`src/rtl/nodf_mon_pkg.sv`:
```
// Shared types and constants for the non-dataflow ap_* handshake monitor.
// Optional feature macro used by the top: NODF_MON_LATENCY_EN.
package nodf_mon_pkg;

    // Control state of the monitored block as seen from its handshake.
    typedef enum logic [1:0] {
        ST_IDLE      = 2'd0,
        ST_BUSY      = 2'd1,
        ST_DONE_HOLD = 2'd2
    } nodf_state_e;

    // Default width of every statistics counter.
    localparam int DEFAULT_CNT_W = 32;

    // An input only counts as asserted when it is a clean 1; X or Z reads as 0.
    function automatic logic is_high(input logic v);
        return (v === 1'b1);
    endfunction

endpackage : nodf_mon_pkg

```
`src/rtl/nodf_sat_counter.sv`:
```
// Saturating up-counter with synchronous active-high reset and a freeze input.
// Once the counter reaches all-ones it holds there until reset.
module nodf_sat_counter
    import nodf_mon_pkg::*;
#(
    parameter int CNT_W = DEFAULT_CNT_W
) (
    input  logic             clock,
    input  logic             reset,
    input  logic             inc,
    input  logic             freeze,
    output logic [CNT_W-1:0] q
);

    localparam logic [CNT_W-1:0] CNT_MAX = '1;

    // Count one per enabled cycle, stop at all-ones, hold while frozen.
    always_ff @(posedge clock) begin
        // NOTE: registered state is always updated with <= so every flop samples
        // pre-edge values; a blocking = here would create order-dependent races.
        if (reset) begin
            q <= '0;
        end else if (inc && !freeze && (q != CNT_MAX)) begin
            q <= q + 1'b1;
        end
    end

endmodule : nodf_sat_counter

```
`src/rtl/nodf_handshake_monitor.sv`:
```
// Status monitor for one non-dataflow HLS block's ap_start/ap_ready/ap_done/
// ap_continue handshake. Tracks the block's control state and keeps saturating
// event/cycle counters that freeze one cycle after 'finish' is first seen.
// Optional feature: define NODF_MON_LATENCY_EN to add lat_min/lat_max/lat_last,
// the start-to-done latency statistics of completed transactions.
module nodf_handshake_monitor
    import nodf_mon_pkg::*;
#(
    parameter int CNT_W        = DEFAULT_CNT_W,
    parameter int HAS_CONTINUE = 0
) (
    input  logic             clock,
    input  logic             reset,
    input  logic             ap_start,
    input  logic             ap_ready,
    input  logic             ap_done,
    input  logic             ap_continue,
    input  logic             finish,
    output logic [1:0]       state,
    output logic [CNT_W-1:0] start_cnt,
    output logic [CNT_W-1:0] ready_cnt,
    output logic [CNT_W-1:0] done_cnt,
    output logic [CNT_W-1:0] busy_cycles,
    output logic [CNT_W-1:0] stall_cycles,
    output logic             finished
`ifdef NODF_MON_LATENCY_EN
    ,
    output logic [CNT_W-1:0] lat_min,
    output logic [CNT_W-1:0] lat_max,
    output logic [CNT_W-1:0] lat_last
`endif
);

    // When continue is not part of the block's protocol it is treated as always 1,
    // so the DONE_HOLD state can never be entered.
    localparam bit USE_CONT = (HAS_CONTINUE != 0);

    // Cleaned-up (X -> 0) versions of the monitored inputs.
    logic start_v;
    logic ready_v;
    logic done_v;
    logic cont_v;
    logic finish_v;

    nodf_state_e state_q;
    nodf_state_e state_d;
    logic        start_acc;   // a start is accepted on this edge
    logic        done_ev;     // a done is observed while busy on this edge

    // Sanitise inputs so that unknown values never count as events.
    always_comb begin
        start_v  = is_high(ap_start);
        ready_v  = is_high(ap_ready);
        done_v   = is_high(ap_done);
        cont_v   = USE_CONT ? is_high(ap_continue) : 1'b1;
        finish_v = is_high(finish);
    end

    // Next-state and event decode for the handshake state machine.
    always_comb begin
        // NOTE: every signal driven here gets a default first, so no path through
        // the case leaves a value unassigned and no latch is inferred.
        state_d   = state_q;
        start_acc = 1'b0;
        done_ev   = 1'b0;
        unique case (state_q)
            ST_IDLE: begin
                if (start_v) begin
                    state_d   = ST_BUSY;
                    start_acc = 1'b1;
                end
            end
            ST_BUSY: begin
                if (done_v) begin
                    done_ev = 1'b1;
                    if (USE_CONT && !cont_v) begin
                        state_d = ST_DONE_HOLD;
                    end else if (start_v) begin
                        // Back-to-back transaction: stay busy, count the new start.
                        state_d   = ST_BUSY;
                        start_acc = 1'b1;
                    end else begin
                        state_d = ST_IDLE;
                    end
                end
            end
            ST_DONE_HOLD: begin
                // Starts offered while held are neither accepted nor counted.
                if (cont_v) begin
                    state_d = ST_IDLE;
                end
            end
            default: begin
                state_d = ST_IDLE;
            end
        endcase
    end

    // State register; holds once the run has finished.
    always_ff @(posedge clock) begin
        if (reset) begin
            state_q <= ST_IDLE;
        end else if (!finished) begin
            state_q <= state_d;
        end
    end

    // Sticky end-of-run flag; only reset clears it.
    always_ff @(posedge clock) begin
        if (reset) begin
            finished <= 1'b0;
        end else if (finish_v) begin
            finished <= 1'b1;
        end
    end

    assign state = state_q;

    // Event and occupancy counters. The freeze input is the registered
    // 'finished', so events in the first cycle finish is high still count.
    nodf_sat_counter #(.CNT_W(CNT_W)) u_start_cnt (
        .clock  (clock),
        .reset  (reset),
        .inc    (start_acc),
        .freeze (finished),
        .q      (start_cnt)
    );

    nodf_sat_counter #(.CNT_W(CNT_W)) u_ready_cnt (
        .clock  (clock),
        .reset  (reset),
        .inc    (ready_v),
        .freeze (finished),
        .q      (ready_cnt)
    );

    nodf_sat_counter #(.CNT_W(CNT_W)) u_done_cnt (
        .clock  (clock),
        .reset  (reset),
        .inc    (done_ev),
        .freeze (finished),
        .q      (done_cnt)
    );

    nodf_sat_counter #(.CNT_W(CNT_W)) u_busy_cycles (
        .clock  (clock),
        .reset  (reset),
        .inc    (state_q == ST_BUSY),
        .freeze (finished),
        .q      (busy_cycles)
    );

    nodf_sat_counter #(.CNT_W(CNT_W)) u_stall_cycles (
        .clock  (clock),
        .reset  (reset),
        .inc    (state_q == ST_DONE_HOLD),
        .freeze (finished),
        .q      (stall_cycles)
    );

`ifdef NODF_MON_LATENCY_EN
    localparam logic [CNT_W-1:0] CNT_MAX = '1;

    // Cycles since the accepted start: 1 on the edge after the start, then +1 per
    // busy cycle, so a done sampled k edges after the start reads k.
    logic [CNT_W-1:0] lat_run;

    // Running latency counter and min/max/last statistics, updated on each done.
    always_ff @(posedge clock) begin
        if (reset) begin
            lat_run  <= '0;
            lat_min  <= CNT_MAX;
            lat_max  <= '0;
            lat_last <= '0;
        end else if (!finished) begin
            if (start_acc) begin
                lat_run <= CNT_W'(1);
            end else if ((state_q == ST_BUSY) && (lat_run != CNT_MAX)) begin
                lat_run <= lat_run + 1'b1;
            end
            if (done_ev) begin
                lat_last <= lat_run;
                if (lat_run < lat_min) begin
                    lat_min <= lat_run;
                end
                if (lat_run > lat_max) begin
                    lat_max <= lat_run;
                end
            end
        end
    end
`endif

endmodule : nodf_handshake_monitor

```
`config.mk`:
```
export PLATFORM = sky130hd
export DESIGN_NAME = nodf_handshake_monitor
export DESIGN_NICKNAME = d
export VERILOG_FILES = /design/src/rtl/nodf_mon_pkg.sv /design/src/rtl/nodf_sat_counter.sv /design/src/rtl/nodf_handshake_monitor.sv
export SDC_FILE = /design/constraint.sdc
export NUM_CORES = 1
export LEC_CHECK = 0
export ABC_AREA = 1
export CAP_MARGIN = 20
export CORE_ASPECT_RATIO = 1.25
export CORE_MARGIN = 4
export CORE_UTILIZATION = 47
export DETAILED_ROUTE_END_ITERATION = 10
export PLACE_DENSITY_LB_ADDON = 0.25
export SLEW_MARGIN = 20
export SYNTH_ARGS = -nofsm -noshare
export SYNTH_HDL_FRONTEND = slang
export SYNTH_SLANG_ARGS = --single-unit
```
`constraint.sdc`:
```
create_clock -name clock -period 1.75 [get_ports clock]
set_clock_uncertainty 0.15 [all_clocks]
set_input_delay 0.4375 -clock clock [delete_from_list [all_inputs] [get_ports clock]]
set_output_delay 0.4375 -clock clock [all_outputs]
set_load 0.02 [all_outputs]
```
; Word level (Yosys, flattened, before mapping)
; Cells that the tools add are included.
[totals]
register_bits = 163
latchBits = 0
ram_bits = 0
mem_bits_ro = 0
in_bits = 7
output_inout_bits = 163
elab_cells = 48
n_memories = 0
[op_classes]
n_addsub = 5
n_mul = 0
div = 0
order_cmp = 0
eq_ne = 13
shifts = 0
muxes = 9
bitwise = 1
n_reduce_logical = 13
[ops]
columns = cell, count
row1 = $add 32x1->32 const B, 5
row2 = $ne 32x32->1 const B, 5
row3 = $logic_and 1x1->1, 10
row4 = $mux 1, 5
row5 = $eqx 1x1->1 const B, 4
row6 = $mux 2, 2
row7 = $ne 2x2->1 const B, 2
row8 = $pmux 2 s2, 1
row9 = $reduce_and 3->1, 1
row10 = $eq 2x1->1 const B, 1
row11 = $eq 2x2->1 const B, 1
row12 = $logic_not 2->1, 1
row13 = $pmux 1 s2, 1
row14 = $logic_not 1->1, 1
row15 = $not 1->1, 1

; Longest topological paths before layout
; Gate-level depths: netlist (run 1).
[logic_depth]
ltp_word = 6
ltp_mapped = 11
ltp_nobuf = 11

; Hierarchy
; A second synthesis (run 1) with hierarchy kept.
[unflattened]
hier_cells = 1733
hier_area_um2 = 10735.3
[by_module_without_submodules]
columns = mod, instances, cells_each, area_each_um2, seq_area_each_um2
row1 = nodf_sat_counter, 5, 343, 2124.5, 640.6
row2 = nodf_handshake_monitor, 1, 18, 112.6, 40.0

; Worst setup path after synthesis (run 1)
; Ideal clock, no wire load.
[synth_path]
path_type = register to register
startpoint = register u_start_cnt.q[0]
endpoint = register u_start_cnt.q[23]
setup_ns = 0.115
arrival_ns = 1.648
required_time_ns = 1.485
slack_ns = -0.163
path_stages_with_launch = 10
n_path_buf = 1
period_less_slack_ns = 1.913
cell_sequence = dfxtp_1 > ha_1 > nand3_1 > inv_1 > nand2_1 > nor2_1 > nand3_2 > buf_2 > a21oi_1 > nor2_1
[synth_via]
elab_chain_len = 2
word_cells_on_any_way = 3
cone_classes = add/sub: 1 / eq/ne: 1 / reduce/logical: 1
[synth_rtl]
columns = item, line_no
row1 = from (decl), nodf_sat_counter.sv:12  ; output logic [CNT_W-1:0] q
row2 = from (signal assigned), nodf_sat_counter.sv:24  ; q <= q + 1'b1;
row3 = branches (longest 2 deep; another with $add 32x1->32), -
; Several ways; the timed one is not identified.
; A chain may end at the register's enable or synchronous reset.

; Worst setup path in the final report (run 1)
[layout_path]
startpoint = register u_done_cnt.q[19]
endpoint = register u_done_cnt.q[18]
[layout_via]
elab_chain_len = 2
[layout_rtl]
columns = item, line_no
row1 = from (decl), nodf_sat_counter.sv:12
row2 = from (signal assigned), nodf_sat_counter.sv:24
row3 = $ne 32x32->1, nodf_sat_counter.sv:23  ; end else if (inc && !freeze && (q != CNT_MAX)) begin
row4 = $logic_and 1x1->1, nodf_sat_counter.sv:23
; Every way passes these cells.

==> impl_metrics.ini, run 1 <==
[floorplan]
core_area_um2 = 16300
die_area_um2 = 19000
die_y_um = 153
start_util = 0.484
io_pins = 170
fp.dieW_um = 124
core.rowCount = 52

[yosys]
synth_area_um2 = 7900
synth_xor_xnor_area_share = 0.0199
synth.area.mux_share = 0
yosysTopAreaCellShare = 0.329
ys_top_cells_by_area = dfxtp_1 33%, nand2_1 18%, nor2_1 15%
synth-compound-area-share = 0.0698
synth_top_family_by_area = simple AND/OR/NAND/NOR gates
ys_seq_area_frac = 0.329
yosys.area.top_type = dfxtp_1
synthDistinctLibCells = 31
yosys.area_share.simple = 0.461
synth_fa_ha_area_frac = 0.00633
ys_warn_count = 0
synthCells = 1338
syn_avg_cell_area_um2 = 5.91
ys_seq_elements = 130

[worst_setup_path]
critical_path_class = reg -> reg
cp.required_ps = 1910
crit_path_max_incr_delay_ps = 420
slowest_stage = dfxtp_2
worst-path-buf-inv = 3
crit_family = simple AND/OR/NAND/NOR gates
worstPathArrival_ps = 2220
end_kind = flop
cp_cell_sequence = nand2_1 > inv_1 > nand2_1 > nor2_4 > nand3_4 > buf_12 > buf_12 > a21oi_1 > nor2_1
start_kind = flop
cp_max_fo = 6

[timing]
finalMaxSlewViolations = 0
fin_tns_setup_ps = -9870
fmax_mhz = 486
fin_ws_ps = -306
fin_crit_sh = 1.17
rsz0062_at_grt = true
setup_viol = 80
period_needed_ps = 2060
hold_viol = 0

[min_path]
min_path_type = in -> reg

[grt]
grt_pass1_wl_um = 41700
grt_util_all_layers = 0.264
antenna_found_initial = 0
grt_pass1_vias = 8944
grt_max_degree = 38
overflow = 0

[cts]
insertion_delay_ps = 430
path_clk_slew_ps = 60
root_buffer = clkbuf_16
cts.path.max_buffers = 2
cts_num_sinks = 130
cts_tree = yes
htree_levels = 4
cts_hold_buf = 0
cts_buffers = 17

[final_layout]
syn2layout_area_growth_pct = 60.7
final_cell_mix = 308 x nand2_1, 243 x nor2_1, 135 x buf_4, 116 x inv_1, 92 x nand3_1
post-route-util = 0.778
fillCellCount = 1121
mostFrequentLayoutCell = nand2_1
antenna_cells = 0
finalNetCount = 1645
finalNonFillerCells = 1863
final_layout_size_suffix_gt1_frac = 0.394

[status]
status = finished with violations
violations = negative setup slack

[routing]
remaining_drc_errors = 0
drt_iter0_drc = 1062
vias = 10300
drt-wirelength-per-cell_um = 16.7
viasPerCell = 5.52
ant_nets = 0
drtPass1Iterations = 6
wl_um = 31100

[pwr]
power_density_nw_per_um2 = 552
p_sw_mw = 1.74
pwr-share-seq = 0.427
switching_share = 0.248
intPower_mw = 5.28
fin_total_pwr_mw = 7.01
leakage_nw = 5.37
comb_power_share = 0.072
vdd_ir_drop_max_v = 0.000579
p_clk_frac = 0.501

[placed_design]
io_buffer_count = 135
gp_congestion = 0.945
dp_hpwl_um = 17400
dp.cells = 1787

[flow_run]
drv_cap = 0
[cells in the mapped netlist, drive strengths merged]
master,instances
inv,128
nor3,8
a31oi,1
clkbuf,11
o21ai,11
conb,1
a21oi,98
nand3,131
and2,6
dfxtp,130
nor2,333
nor3b,1
nand4,23
or2,1
nand2,377
xnor2,6
ha,4
xor2,12
nand3b,1
buf,55
[cell type report]
cell class | count | area (µm²) | area share
clock buffer | 23 | 499 | 0.0393
multi-input combinational | 1047 | 5700 | 0.448
sequential | 130 | 2760 | 0.217
inverter | 128 | 487 | 0.0383
clock inverter | 9 | 76.3 | 0.00601
timing repair buffer | 310 | 2920 | 0.230
tap | 216 | 270 | 0.0213
[power groups by stage]
| stage | clock [mW] | combinational (mW) | sequential [mW] |
|---|---|---|---|
| 6_report | 3.51 | 0.503 | 2.99 |
| 5_1_grt | 3.66 | 0.546 | 3.00 |
| 4_1_cts | 3.53 | 0.456 | 3.00 |
| 3_5_place_dp | 0 | 0.440 | 3.07 |
| 3_3_place_gp | 0 | 0.432 | 3.07 |
| 2_1_floorplan | 0 | 0.291 | 3.09 |
[state kept, by name, summed over array words and instances, names as in the netlist]
name,count
finished,1
u_ready_cnt.q,32
u_start_cnt.q,32
state,1
u_busy_cycles.q,32
u_done_cnt.q,32
[routing by layer]
| layer | global-route usage | vias up | share of wire |
|---|---|---|---|
| met5 | 0 | - | 0 |
| met4 | 0.103 | 0 | 0.054 |
| met3 | 0.0514 | 178 | 0.074 |
| met2 | 0.459 | 586 | 0.50 |
| met1 | 0.317 | 4771 | 0.37 |
| li1 | - | 4746 | - |
[what timing repair did]
item | 4_1_cts | 5_1_grt
buffers inserted | 5 | 20
setup endpoints to repair | 214 | 216
gates cloned | 8 | 12
gates resized for setup | 370 | 427
pin swaps | 8 | 101
[path summary, 6_finish.rpt]
path / from / slack [ps] / cells after the start / to
max: u_done_cnt.q[19] / -310 / 9 / u_done_cnt.q[18]
min reg2reg: u_ready_cnt.q[24] / 340 / 2 / u_ready_cnt.q[24]
min: ap_done / 280 / 4 / state[0]
max reg2reg: u_done_cnt.q[19] / -310 / 9 / u_done_cnt.q[18]
[worst reg2reg max path: stages, from the launching register on]
cell and delay (ps):
dfxtp_2 420, nand2_1 110, inv_1 120, nand2_1 160
nor2_4 230, nand3_4 160, buf_12 180, buf_12 140
a21oi_1 190, nor2_1 90
[through the flow]
step                worst slack [ps]  cell area, µm²  hold slack [ps]
floorplan                      -5.96            8080              349
global placement                -420           10300              335
detailed placement              -441           10300              349
CTS                             -144           11400              343
global route                    -337           12700              321
finish                          -306           12700              282
[kinds of logic after synthesis]
logic type,Yosys count
compound gates,110
xor+xnor,18
fa+ha+maj,4
buf+inv,194
flops,130
other cells,1
simple gates,881
Power figures use the tool's default switching activity.
==> run 2: changes to the inputs <==
--- a/config.mk
+++ b/config.mk
@@ -9,7 +9,7 @@
 export CAP_MARGIN = 20
 export CORE_ASPECT_RATIO = 1.25
 export CORE_MARGIN = 4
-export CORE_UTILIZATION = 47
+export CORE_UTILIZATION = 33
 export DETAILED_ROUTE_END_ITERATION = 10
 export PLACE_DENSITY_LB_ADDON = 0.25
 export SLEW_MARGIN = 20
==> run 2 against run 1 <==
Net effect:
- highest routed layer unchanged
- the run still ends with negative setup slack left
- worst hold slack improved by 57 ps
- final area is 3.1% higher
- global-route usage shrank 6.9 points
- power increased by 4.0%
- wire length shrank 8.9%
- largest cell class unchanged
- final cell count grew 6.2%
- combinational power rose by 4.2%
- largest power group unchanged
==> impl_metrics.ini, run 2 (synthesis results as in run 1) <==
[status]
status = finished with violations
violations = negative setup slack

[final_layout]
finalNonFillerCells = 1978
mostFrequentLayoutCell = nand2_1
fillCellCount = 2205
final_layout_size_suffix_gt1_frac = 0.409
syn2layout_area_growth_pct = 65.6
finalNetCount = 1685
antenna_cells = 0
final_cell_mix = 316 x nand2_1, 254 x nor2_1, 177 x buf_4, 117 x inv_1, 74 x nand3_1

[worst_setup_path]
critical_path_class = reg -> reg
start_kind = flop
crit_top_cell = nand3_2
cp_max_fo = 6
cp_cell_sequence = ha_4 > nand3_2 > inv_2 > nand2_2 > nor2_4 > nand3_4 > buf_12 > clkbuf_16 > nand3_2 > nand2_1 > nor2_1
worstPathArrival_ps = 2070
slowest_stage = dfxtp_4
cp.required_ps = 1950
end_kind = flop
crit_path_max_incr_delay_ps = 370

[pwr]
leakage_nw = 5.52
power_density_nw_per_um2 = 557
fin_total_pwr_mw = 7.29
vdd_ir_drop_max_v = 0.000638

[timing]
period_needed_ps = 1860
setup_viol = 68
finalMaxSlewViolations = 0
fmax_mhz = 537
fin_crit_sh = 1.06
fin_ws_ps = -112
rsz0062_at_grt = true
hold_viol = 0

[cts]
cts.path.max_buffers = 2
cts_buffers = 17
path_clk_slew_ps = 70
cts_tree = yes
insertion_delay_ps = 420
htree_levels = 4
root_buffer = clkbuf_16
cts_num_sinks = 130

[floorplan]
die_area_um2 = 26500
fp.dieW_um = 146
die_y_um = 181
core_area_um2 = 23600
io_pins = 170
start_util = 0.334
core.rowCount = 63

[grt]
grt_util_all_layers = 0.196
overflow = 0
grt_pass1_vias = 9023
grt_pass1_wl_um = 43600
grt_max_degree = 36
antenna_found_initial = 0

[flow_run]
drv_cap = 0

[routing]
ant_nets = 0
vias = 9685
drtPass1Iterations = 5
wl_um = 28300
drt-wirelength-per-cell_um = 14.3
viasPerCell = 4.90
remaining_drc_errors = 0
drt_iter0_drc = 507

[placed_design]
dp_hpwl_um = 18700
dp.cells = 1899
detailedPlace.worstSlack_ps = -532
io_buffer_count = 135
gp_congestion = 0.890

[min_path]
min_path_type = reg -> reg
==> run 2: cell count changes in the layout (fill, tap and decap cells not counted), sizes merged <==
cell,delta
buf,+52
bufinv,+2
clkbuf,-17
clkdlybuf4s15,+3
dlygate4sd2,-3
dlymetal6s2s,-1
inv,+1
nand2,+1
nand3,+1
==> run 2: path summary, 6_finish.rpt <==
path / start / endpoint / slack (ps) / cells after the start
min reg2reg: u_ready_cnt.q[24] / u_ready_cnt.q[24] / 340 / 2
max reg2reg: u_done_cnt.q[0] / u_done_cnt.q[19] / -110 / 11
min: u_ready_cnt.q[24] / u_ready_cnt.q[24] / 340 / 2
max: u_done_cnt.q[0] / u_done_cnt.q[19] / -110 / 11
==> run 2: repair_timing <==
action	4_1_cts	5_1_grt
setup endpoints to repair	231	181
setup buffers	20	13
pin swaps	42	92
gates resized for setup	494	329
hold buffers	0	0
gates cloned	11	7
==> run 2: critical path: cells and delay by family, from the launching register on <==
family                     cells  cell delay (ps)
buffers and inverters          3              440
and+or+nand+nor                7              710
DFF                            1              370
adders and majority gates      1              140
==> run 2: layout make-up <==
class | count | area, µm² | area share
clock buffers | 19 | 454 | 0.0347
well taps | 292 | 365 | 0.0279
repair buffers | 348 | 3140 | 0.240
clock inverters | 12 | 155 | 0.0119
flip-flops and latches | 130 | 2790 | 0.213
multi-input cells | 1049 | 5700 | 0.435
inverters | 128 | 484 | 0.0370
==> run 2: metal layers <==
layer | track usage | vias to the layer above | part of all wire | wire length [µm]
met3 | 0.0311 | 40 | 0.040 | 1130
li1 | - | 4842 | - | -
met5 | 0 | - | 0 | 0
met4 | 0.0587 | 0 | 0.017 | 484
met2 | 0.357 | 266 | 0.52 | 14700
met1 | 0.235 | 4537 | 0.42 | 12000
==> run 2: metrics by stage <==
step | utilization | setup TNS [ps] | instance area (µm²) | hold slack [ps]
3_5_place_dp | 0.454 | -35700 | 10700 | 357
2_1_floorplan | - | -84.0 | 8080 | 349
6_report | 0.554 | -2660 | 13100 | 340
3_3_place_gp | 0.454 | -34690 | 10700 | 344
4_1_cts | 0.512 | -432 | 12100 | 345
5_1_grt | 0.554 | -9640 | 13100 | 374
==> run 2: where the power goes <==
part           internal (mW)  switching, mW
clock network           2.33           1.47
logic                  0.196          0.328
registers               2.94         0.0317
==> run 3: changes to the inputs <==
--- a/config.mk
+++ b/config.mk
@@ -15,4 +15,5 @@
 export SLEW_MARGIN = 20
 export SYNTH_ARGS = -nofsm -noshare
 export SYNTH_HDL_FRONTEND = slang
+export SYNTH_HIERARCHICAL = 1
 export SYNTH_SLANG_ARGS = --single-unit
==> constraint.sdc (replaced) <==
create_clock -name clock -period 2.2 [get_ports clock]
set_clock_uncertainty 0.15 [all_clocks]
set_input_delay 0.55 -clock clock [delete_from_list [all_inputs] [get_ports clock]]
set_output_delay 0.55 -clock clock [all_outputs]
set_load 0.02 [all_outputs]
==> run 3 against run 2 <==
Net effect:
- combinational power grew 62%
- sequential share of layout area grew 2.5 points
- critical endpoint is now stall_cycles[9]
- highest routed layer unchanged
- register-to-register slack gained 280 ps
- die area grew 34%
- final area grew 3.9%
- the run now ends clean
- sequential power grew 6%
- core utilization shrank 13 points
==> impl_metrics.ini, run 3 <==
[timing]
fmax_mhz = 464
fin_crit_sh = 0.980
hold_viol = 0
slew_headroom = 0.635
fin_tns_setup_ps = 0
finalMaxSlewViolations = 0
setup_viol = 0
period_needed_ps = 2160
fin_worst_hold_slack_ps = 335
worst_pin_slew_ps = 545

[grt]
grt_pass1_wl_um = 53400
grt_pass1_vias = 10700
overflow = 0
antenna_found_initial = 0
grt_util_all_layers = 0.182
grt_max_degree = 34

[pwr]
vdd_ir_drop_max_v = 0.000321
switching_share = 0.281
fin_total_pwr_mw = 7.02
p_sw_mw = 1.97
intPower_mw = 5.05
comb_power_share = 0.121
pwr-share-seq = 0.450
p_clk_frac = 0.429
leakage_nw = 5.77
power_density_nw_per_um2 = 516

[cts]
cts_hold_buf = 0
cts_tree = yes
insertion_delay_ps = 440
cts.path.max_buffers = 2
cts_buffers = 17
path_clk_slew_ps = 70
root_buffer = clkbuf_16
htree_levels = 4
cts_num_sinks = 162

[routing]
drt_iter0_drc = 725
vias = 11200
wl_um = 32500
ant_nets = 0
remaining_drc_errors = 0
drt-wirelength-per-cell_um = 13.8
drtPass1Iterations = 5
viasPerCell = 4.74

[placed_design]
gp_congestion = 0.875
dp_hpwl_um = 24100
io_buffer_count = 167

[final_layout]
mostFrequentLayoutCell = nand2_1
final_layout_size_suffix_gt1_frac = 0.148
final_cell_mix = 614 x nand2_1, 302 x nor2_1, 159 x dfxtp_1, 132 x dlygate4sd2_1, 130 x inv_1
fillCellCount = 3470
finalNetCount = 1943
post-route-util = 0.425
syn2layout_area_growth_pct = 26.7
antenna_cells = 0

[worst_setup_path]
cp_max_fo = 2
crit_path_max_incr_delay_ps = 630
end_kind = output pin
worst-path-buf-inv = 1
cp.required_ps = 1500
critical_path_class = reg -> out
cp_cell_sequence = clkdlybuf4s50_1
slowest_stage = clkdlybuf4s50_1
crit_family = buffers and inverters
worstPathArrival_ps = 1460
start_kind = flop

[yosys]
synth_area_um2 = 10700
ys_warn_count = 6
ys_top_cells_by_area = dfxtp_1 30%, nand2_1 21%, nor2_1 11%
synth_edf_count = 0
yosys.area.top_type = dfxtp_1
ys_seq_area_frac = 0.302
synth-async-reset-ratio = 0
synthCells = 1733
ys_seq_elements = 162
synthTopCellsByCount = 614 x nand2_1, 302 x nor2_1, 162 x dfxtp_1
synth_most_common_cell = nand2_1
syn_avg_cell_area_um2 = 6.19
synthDistinctLibCells = 26
synth_ff_type = dfxtp_1
yosysTopAreaCellShare = 0.302

[min_path]
min_path_type = in -> reg

[floorplan]
die_y_um = 210
start_util = 0.336
core.rowCount = 73
fp.dieW_um = 169
core_area_um2 = 32000
io_pins = 170
die_area_um2 = 35500

[status]
status = finished, final reports clean

[flow_run]
drv_cap = 0
## run 3: changes by cell type after synthesis, sizes merged, moves of 12 or more
cell / before / now
buf: 55 / 31
nand2: 377 / 700
nand4: 23 / 10
nor2: 333 / 347
inv: 128 / 140
o21ai: 11 / 55
dfxtp: 130 / 162
nand3: 131 / 60
xnor2: 6 / 20
nand3b: 1 / 20
xor2: 12 / 50
## run 3: kinds of logic (layout without fill, tap and decap cells)
logic type | Yosys count | in the layout | synth area share
fa+ha+maj | 5 | 5 | 0.00583
simple gates | 1147 | 1147 | 0.462
flops | 162 | 162 | 0.302
compound gates | 162 | 162 | 0.0945
xor+xnor | 70 | 70 | 0.0571
other cells | 1 | 2 | 0.000349
buf+inv | 186 | 396 | 0.0782
## run 3: cell type report
| class | instances | area [µm²] | area share |
|---|---|---|---|
| flip-flops and latches | 162 | 3250 | 0.239 |
| clock buffers | 25 | 505 | 0.0372 |
| inverters | 140 | 528 | 0.0388 |
| repair buffers | 224 | 2070 | 0.152 |
| clock inverters | 7 | 73.8 | 0.00543 |
| well taps | 412 | 515 | 0.0379 |
| multi-input cells | 1386 | 6660 | 0.490 |
## run 3: layer usage
layer  part of all wire  vias up  GRT usage
met5                  0        -          0
li1                   -     5753          -
met1               0.43     5063      0.218
met4              0.028        0     0.0736
met2               0.48      273      0.313
met3              0.060       67     0.0420
## run 3: power by group through the flow
stage          sequential [mW]  clock (mW)  combinational, mW
2_1_floorplan             3.31           0              0.440
3_3_place_gp              3.23           0              0.877
3_5_place_dp              3.23           0              0.891
4_1_cts                   3.16        3.11              0.845
5_1_grt                   3.18        3.23              0.942
6_report                  3.16        3.01              0.849
## run 3: what timing repair did
action                     in CTS  in global routing
gates resized for setup       132                 16
pin swaps                       0                  3
buffers inserted                0                  7
setup endpoints to repair     132                 28
## run 3: per-stage QoR
stage | instances | setup slack [ps] | instance area, µm²
5_1_grt | 2356 | -3.89 | 13600
6_report | 2356 | 44.7 | 13600
4_1_cts | 2349 | 1.32 | 13500
3_3_place_gp | 2317 | -127 | 13100
3_5_place_dp | 2317 | -87.2 | 13100
2_1_floorplan | 1734 | 203 | 10700
## run 3: final timing paths
check	start	cells after the start	slack, ps	to
worst max-delay path	u_stall_cycles/q[9]	1	40	stall_cycles[9]
worst min-delay path	reset	2	340	u_done_cnt/q[21]
worst max register to register	u_start_cnt/q[1]	11	170	u_start_cnt/q[30]
worst min register to register	u_start_cnt/q[0]	2	360	u_start_cnt/q[0]
